$ cat config.mk
export PLATFORM = sky130hd
export DESIGN_NAME = stream_switch_sequencer_flat
export DESIGN_NICKNAME = d
export VERILOG_FILES = /design/src/rtl/stream_switch_sequencer_if.sv /design/src/rtl/stream_switch_sequencer.sv /design/src/flat_wrapper.sv
export SDC_FILE = /design/constraint.sdc
export NUM_CORES = 1
export LEC_CHECK = 0
export BUFFER_PORTS_ARGS = -buffer_cell sky130_fd_sc_hd__buf_4
export CORE_MARGIN = 2
export CORE_UTILIZATION = 53
export CTS_CLUSTER_DIAMETER = 80
export CTS_CLUSTER_SIZE = 30
export DETAILED_ROUTE_END_ITERATION = 7
export PLACE_DENSITY = 0.75
export SYNTH_ARGS = -nofsm -noshare
export SYNTH_HDL_FRONTEND = slang
export SYNTH_SLANG_ARGS = --single-unit
$ cat constraint.sdc
create_clock -name axil_aclk -period 3.4 [get_ports axil_aclk]
set_input_delay 0.17 -clock axil_aclk [delete_from_list [all_inputs] [get_ports axil_aclk]]
set_output_delay 0.17 -clock axil_aclk [all_outputs]
set_load 0.02 [all_outputs]
$ cat src/rtl/stream_switch_sequencer_if.sv
`default_nettype none
// ============================================================================
// Module   : stream_switch_sequencer_if
// Purpose  : Bundles the select-request handshake and the switch ingress
//            monitor taps seen by stream_switch_sequencer.
// Signals  : req_valid/req_select/req_ready - select request handshake
//            axis_tvalid/axis_tready/axis_tlast - ingress beat monitor taps
//            (axis_tready is the post-gate ready actually seen by the switch)
// Modports : master - request source / integrator side
//            slave  - sequencer side
// Revision : 1.0 - initial release
// ============================================================================
interface stream_switch_sequencer_if #(
    parameter int CL_M_COUNT = 1
);
    logic                  req_valid;
    logic [CL_M_COUNT-1:0] req_select;
    logic                  req_ready;
    logic                  axis_tvalid;
    logic                  axis_tready;
    logic                  axis_tlast;

    modport master (
        output req_valid,
        output req_select,
        input  req_ready,
        output axis_tvalid,
        output axis_tready,
        output axis_tlast
    );

    modport slave (
        input  req_valid,
        input  req_select,
        output req_ready,
        input  axis_tvalid,
        input  axis_tready,
        input  axis_tlast
    );
endinterface
`default_nettype wire

$ cat src/rtl/stream_switch_sequencer.sv
`default_nettype none
// ============================================================================
// Module   : stream_switch_sequencer
// Purpose  : Applies a new demux output select only on a packet boundary and
//            after the datapath has drained. While a request is in flight the
//            gate output asks the integrator to hold ingress tready low at the
//            start of a new packet; a packet already in progress is never
//            stalled. Invalid selects and wait timeouts abort the request.
// Ports    : axil_aclk     - clock
//            axil_aresetn  - asynchronous active-low reset
//            ctl           - request handshake + ingress monitor (slave)
//            gate          - 1 = hold ingress tready low at packet start
//            select_active - select driven into the demux
//            busy          - a request is in flight
//            done          - one-cycle completion pulse
//            done_ok       - qualifies done: 1 = applied, 0 = aborted
//            timeout_err   - sticky wait-for-end-of-packet timeout flag
//            err_clear     - clears timeout_err (a same-cycle set wins)
//            switch_count  - applied switches, wraps at 2^16
// Notes    : M_COUNT must be >= 2, DRAIN_CYCLES in 0..255,
//            TIMEOUT_CYCLES in 0..65535 (0 disables the timeout).
// Revision : 1.0 - initial release
// ============================================================================
module stream_switch_sequencer #(
    parameter int M_COUNT        = 2,
    parameter int CL_M_COUNT     = $clog2(M_COUNT),
    parameter int DRAIN_CYCLES   = 2,
    parameter int TIMEOUT_CYCLES = 65535,
    parameter int RESET_SELECT   = 0
) (
    input  wire logic                  axil_aclk,
    input  wire logic                  axil_aresetn,
    stream_switch_sequencer_if.slave   ctl,
    output logic                       gate,
    output logic [CL_M_COUNT-1:0]      select_active,
    output logic                       busy,
    output logic                       done,
    output logic                       done_ok,
    output logic                       timeout_err,
    input  wire logic                  err_clear,
    output logic [15:0]                switch_count
);

    typedef enum logic [2:0] {
        S_IDLE     = 3'd0,
        S_WAIT_EOP = 3'd1,
        S_DRAIN    = 3'd2,
        S_APPLY    = 3'd3,
        S_ABORT    = 3'd4
    } state_t;

    localparam logic [CL_M_COUNT-1:0] RESET_SEL    = CL_M_COUNT'(RESET_SELECT);
    localparam bit                    DRAIN_EN     = (DRAIN_CYCLES != 0);
    localparam bit                    TIMEOUT_EN   = (TIMEOUT_CYCLES != 0);
    // Terminal counter values; the guarded forms keep the constants in range
    // when the corresponding feature is disabled.
    localparam logic [7:0]            DRAIN_LAST   = 8'(DRAIN_EN ? DRAIN_CYCLES - 1 : 0);
    localparam logic [15:0]           TIMEOUT_LAST = 16'(TIMEOUT_EN ? TIMEOUT_CYCLES - 1 : 0);

    state_t                  state;
    state_t                  state_nxt;
    logic [CL_M_COUNT-1:0]   sel_q;
    logic                    in_packet;
    logic [15:0]             wait_cnt;
    logic [7:0]              drain_cnt;

    logic                    beat;
    logic                    eop_beat;
    logic                    accept;
    logic                    req_bad;
    logic                    wait_exit;
    logic                    wait_timeout;

    // ------------------------------------------------------------------
    // Ingress monitor decode
    // ------------------------------------------------------------------
    assign beat     = ctl.axis_tvalid && ctl.axis_tready;
    assign eop_beat = beat && ctl.axis_tlast;

    // Requests are only taken in IDLE; anything presented while busy is
    // simply not acknowledged and therefore never queued.
    assign accept   = ctl.req_valid && (state == S_IDLE);
    assign req_bad  = (int'(ctl.req_select) >= M_COUNT);

    // The link is between packets either when no packet is open or when the
    // closing beat is transferring right now.
    assign wait_exit    = !in_packet || eop_beat;
    assign wait_timeout = TIMEOUT_EN && (wait_cnt == TIMEOUT_LAST);

    // ------------------------------------------------------------------
    // FSM state register
    // ------------------------------------------------------------------
    always_ff @(posedge axil_aclk or negedge axil_aresetn) begin
        if (!axil_aresetn) begin
            state <= S_IDLE;
        end else begin
            state <= state_nxt;
        end
    end

    // ------------------------------------------------------------------
    // FSM next state and state-decoded outputs
    // ------------------------------------------------------------------
    always_comb begin
        state_nxt     = state;
        ctl.req_ready = 1'b0;
        busy          = 1'b1;
        gate          = 1'b1;

        case (state)
            S_IDLE: begin
                ctl.req_ready = 1'b1;
                busy          = 1'b0;
                gate          = 1'b0;
                if (accept) begin
                    state_nxt = req_bad ? S_ABORT : S_WAIT_EOP;
                end
            end
            S_WAIT_EOP: begin
                // A boundary seen in the same cycle as the timeout wins.
                if (wait_exit) begin
                    state_nxt = DRAIN_EN ? S_DRAIN : S_APPLY;
                end else if (wait_timeout) begin
                    state_nxt = S_ABORT;
                end
            end
            S_DRAIN: begin
                if (drain_cnt == DRAIN_LAST) begin
                    state_nxt = S_APPLY;
                end
            end
            S_APPLY: begin
                state_nxt = S_IDLE;
            end
            S_ABORT: begin
                state_nxt = S_IDLE;
            end
            default: begin
                state_nxt = S_IDLE;
            end
        endcase
    end

    // ------------------------------------------------------------------
    // Datapath: packet tracking, counters, select and status registers
    // ------------------------------------------------------------------
    always_ff @(posedge axil_aclk or negedge axil_aresetn) begin
        if (!axil_aresetn) begin
            sel_q         <= '0;
            in_packet     <= 1'b0;
            wait_cnt      <= 16'd0;
            drain_cnt     <= 8'd0;
            select_active <= RESET_SEL;
            switch_count  <= 16'd0;
            done          <= 1'b0;
            done_ok       <= 1'b0;
            timeout_err   <= 1'b0;
        end else begin
            done    <= 1'b0;
            done_ok <= 1'b0;

            if (beat) begin
                in_packet <= !ctl.axis_tlast;
            end

            if (accept) begin
                sel_q <= ctl.req_select;
            end

            // Both counters sit at zero outside their own state, so each
            // starts from zero on entry without an explicit load.
            wait_cnt  <= (state == S_WAIT_EOP) ? wait_cnt + 16'd1 : 16'd0;
            drain_cnt <= (state == S_DRAIN)    ? drain_cnt + 8'd1 : 8'd0;

            if (state == S_APPLY) begin
                select_active <= sel_q;
                switch_count  <= switch_count + 16'd1;
                done          <= 1'b1;
                done_ok       <= 1'b1;
            end

            if (state == S_ABORT) begin
                done <= 1'b1;
            end

            if ((state == S_WAIT_EOP) && !wait_exit && wait_timeout) begin
                timeout_err <= 1'b1;
            end else if (err_clear) begin
                timeout_err <= 1'b0;
            end
        end
    end

endmodule
`default_nettype wire

$ cat src/flat_wrapper.sv
// flat-port wrapper written by rule: the top's interface ports become plain ports
module stream_switch_sequencer_flat 
#(
    parameter int M_COUNT        = 2,
    parameter int CL_M_COUNT     = $clog2(M_COUNT),
    parameter int DRAIN_CYCLES   = 2,
    parameter int TIMEOUT_CYCLES = 65535,
    parameter int RESET_SELECT   = 0
)
  (axil_aclk, axil_aresetn, gate, select_active, busy, done, done_ok, timeout_err, err_clear, switch_count, ctl_req_valid, ctl_req_select, ctl_req_ready, ctl_axis_tvalid, ctl_axis_tready, ctl_axis_tlast);
  stream_switch_sequencer_if #(.CL_M_COUNT(CL_M_COUNT)) ctl_i ();
  input  wire logic axil_aclk;
  input  wire logic axil_aresetn;
  output logic gate;
  output logic [CL_M_COUNT-1:0] select_active;
  output logic busy;
  output logic done;
  output logic done_ok;
  output logic timeout_err;
  input  wire logic err_clear;
  output logic [15:0] switch_count;
  input wire logic [$bits(ctl_i.req_valid)-1:0] ctl_req_valid;
  input wire logic [$bits(ctl_i.req_select)-1:0] ctl_req_select;
  output wire logic [$bits(ctl_i.req_ready)-1:0] ctl_req_ready;
  input wire logic [$bits(ctl_i.axis_tvalid)-1:0] ctl_axis_tvalid;
  input wire logic [$bits(ctl_i.axis_tready)-1:0] ctl_axis_tready;
  input wire logic [$bits(ctl_i.axis_tlast)-1:0] ctl_axis_tlast;
  assign ctl_i.req_valid = ctl_req_valid;
  assign ctl_i.req_select = ctl_req_select;
  assign ctl_req_ready = ctl_i.req_ready;
  assign ctl_i.axis_tvalid = ctl_axis_tvalid;
  assign ctl_i.axis_tready = ctl_axis_tready;
  assign ctl_i.axis_tlast = ctl_axis_tlast;
  stream_switch_sequencer #(.M_COUNT(M_COUNT), .CL_M_COUNT(CL_M_COUNT), .DRAIN_CYCLES(DRAIN_CYCLES), .TIMEOUT_CYCLES(TIMEOUT_CYCLES), .RESET_SELECT(RESET_SELECT)) u_core (.axil_aclk(axil_aclk), .axil_aresetn(axil_aresetn), .ctl(ctl_i), .gate(gate), .select_active(select_active), .busy(busy), .done(done), .done_ok(done_ok), .timeout_err(timeout_err), .err_clear(err_clear), .switch_count(switch_count));
endmodule
==> reports/qor.yml <==
timing:
  drv_slew: 0
  hold_viol_final: 0
  setup_viol: 0
  fin_skew_ns: 0.00782
  period_share: 0.537
  hold_ws_ns: 0.0582
  relSlewSlack: 0.608
  tightest_slew_ns: 0.582
  fmax_mhz: 547
  setup_tns_ns: 0
  fin_ws_ns: 1.57
  rsz0062_at_grt: "no"
  post-route-min-period_ns: 1.83
drt:
  via_per_inst: 5.28
  wl_mm: 3.97
  antenna_left: 0
  wire_per_inst_um: 13.1
  drtIter0Drc: 97
  first_pass_iters: 4
  vias: 1594
  drc: 0
die:
  die_y_um: 68.8
  core_area_sq_um: 4030
  start_util: 0.552
  die_w_um: 68.8
  ios: 31
  rows: 23
  die-area_sq_um: 4730
yosys:
  syn_inst: 218
  synth_area_sq_um: 2230
  syn_area_per_cell_sq_um: 10.2
  synth_adder_area_share: 0.0281
  synthMuxAreaShare: 0.00506
  yosys_warnings: 0
  synth_top_family_by_area: "simple AND/OR/NAND/NOR gates"
  synth-xor-area-share: 0.122
  yosys.cell_types.count: 32
  yosys.area_share.simple: 0.234
  synth-seq-cells: 49
  synth_fp_nets: 231
  seq_area_frac_synth: 0.551
  synth-compound-area-share: 0.0332
pwr:
  p_per_area_nw_per_um2: 563
  p_leak_nw: 1.19
  switching_share: 0.344
  ir_drop_v: 0.000342
  p_switching_uw: 500
  combPwrFrac: 0.263
  intPower_uw: 954
  p_clk_frac: 0.226
  seqPwrFrac: 0.511
layout:
  layout-drive-gt1-share: 0.179
  final_common_cell: "dfrtp_1"
  num-fill-cells: 342
  nNetsFinal: 264
  layout_common_cells: "49 x dfrtp_1, 30 x nor2_1, 30 x buf_4, 25 x nand2_1, 20 x xnor2_1"
  antennaDiodeCount: 0
  syn2layout_area_growth_pct: 16.1
  design_area_sq_um: 2580
placement:
  port_buffers: 30
  hpwl_mm: 2.83
  preCtsSetupSlack_ns: 1.59
  gp_congestion: 0.827
  placed_area_sq_um: 2490
global_routing:
  grt_max_degree: 50
  antenna_found_initial: 0
  grt_pass1_vias: 1583
  grt-ovfl-total: 0
  grt_pass1_wl_mm: 6.96
  grt_usage: 0.198
cts:
  tritoncts: "built"
  path_clk_slew_ns: 0.08
  cts_resized: 0
  worst_skew_pair.late_latency_ns: 0.30
  postCtsSetupBuffers: 0
  cts_root_buf: "clkbuf_8"
  clock-sinks: 49
  cts_buffers: 5
  cts-htree-levels: 2
  clk_path_buf_depth: 2
  ctsHoldBuffers: 1
status:
  status: "finished clean"
setup_path:
  start_kind: "flip-flop"
  critPathMaxFanout: 6
  cp.arrival_ns: 2.05
  worstSetupPathType: "reg -> reg"
  crit_required_ns: 3.62
  end_kind: "flip-flop"
flow_run:
  cap_violations: 0
worst_hold_path:
  hold_class: "in -> reg"
## per-stage QoR
step | instances | power [mW] | util
2_1_floorplan | 218 | 0.994 | -
3_3_place_gp | 293 | 1.13 | 0.618
3_5_place_dp | 293 | 1.14 | 0.618
4_1_cts | 302 | 1.47 | 0.641
5_1_grt | 302 | 1.55 | 0.641
6_report | 302 | 1.45 | 0.641
## critical path: stages (launching register included)
cell	delay [ns]
dfrtp_1	0.44
nand3_2	0.12
or4_4	0.56
or4_1	0.47
a21oi_1	0.15
## flip-flops by register name, indices dropped and copies added, names as in the netlist, 3 cells and up
register	count
u_core.switch_count	16
u_core.wait_cnt	16
u_core.drain_cnt	8
u_core.state	3
## layer usage
metal	global-route usage	vias to the layer above	part of all wire
li1	-	803	-
met1	0.252	756	0.46
met2	0.337	29	0.48
met3	0.0487	6	0.040
met4	0.0588	0	0.013
met5	0	-	0
## Yosys cell counts
| master | instances | area, sq um |
|---|---|---|
| dfrtp_1 | 49 | 1230 |
| nand2_1 | 25 | 93.8 |
| ha_1 | 5 | 62.6 |
| a211o_1 | 1 | 8.76 |
| mux2_2 | 1 | 11.3 |
| xnor2_1 | 20 | 175 |
| clkbuf_1 | 4 | 15.0 |
| inv_1 | 10 | 37.5 |
| and3_1 | 4 | 25.0 |
| a21oi_1 | 2 | 10.0 |
| nand3_1 | 15 | 75.1 |
| buf_4 | 1 | 7.51 |
| nor4_1 | 4 | 25.0 |
| or3b_2 | 1 | 8.76 |
| a31oi_1 | 1 | 6.26 |
| nor2_1 | 30 | 113 |
| xor2_1 | 11 | 96.3 |
| or2_2 | 2 | 12.5 |
| o21ai_0 | 5 | 25.0 |
| a32o_1 | 1 | 10.0 |
| nand4_1 | 10 | 62.6 |
| and3_2 | 2 | 15.0 |
| or4_4 | 1 | 11.3 |
| nand4b_1 | 2 | 17.5 |
| nor3b_1 | 1 | 7.51 |
| nand3_2 | 1 | 10.0 |
| or3_1 | 2 | 12.5 |
| o22ai_1 | 1 | 6.26 |
| or4_1 | 1 | 7.51 |
| nor3_1 | 3 | 15.0 |
| nor4b_1 | 1 | 8.76 |
| o31ai_1 | 1 | 7.51 |
## cell families after synthesis
group | after synthesis
flops | 49
xor+xnor | 31
mux | 1
compound gates | 12
fa+ha+maj | 5
simple gates | 105
buf+inv | 15
## area by class of cell
| class | count | area (sq um) | share of cell area |
|---|---|---|---|
| repair buffers | 31 | 235 | 0.0910 |
| multi-input cells | 154 | 940 | 0.364 |
| flip-flops and latches | 49 | 1230 | 0.475 |
| clock inverters | 2 | 10.0 | 0.00387 |
| well taps | 50 | 62.6 | 0.0242 |
| inverters | 10 | 37.5 | 0.0145 |
| clock buffers | 6 | 72.6 | 0.0281 |
## final timing paths
path	startpoint	end	slack, ns	depth (start not counted)
worst min register to register	u_core.sel_q	u_core.select_active	0.47	2
worst min-delay path	ctl_axis_tlast	u_core.in_packet	0.06	2
min in group asynchronous	axil_aresetn	u_core.done_ok	0.40	2
max in group asynchronous	axil_aresetn	u_core.wait_cnt[7]	2.59	2
worst max register to register	u_core.wait_cnt[2]	u_core.wait_cnt[13]	1.57	4
worst max-delay path	u_core.wait_cnt[2]	u_core.wait_cnt[13]	1.57	4
## power by group through the flow
| stage | Sequential (mW) | Clock, mW | Combinational (mW) |
|---|---|---|---|
| after floorplan | 0.773 | 0 | 0.221 |
| after global placement | 0.753 | 0 | 0.380 |
| after detailed placement | 0.755 | 0 | 0.388 |
| after CTS | 0.743 | 0.336 | 0.391 |
| after global routing | 0.761 | 0.362 | 0.432 |
| final | 0.743 | 0.329 | 0.382 |
Note: power is estimated with default switching activity, not from simulation.
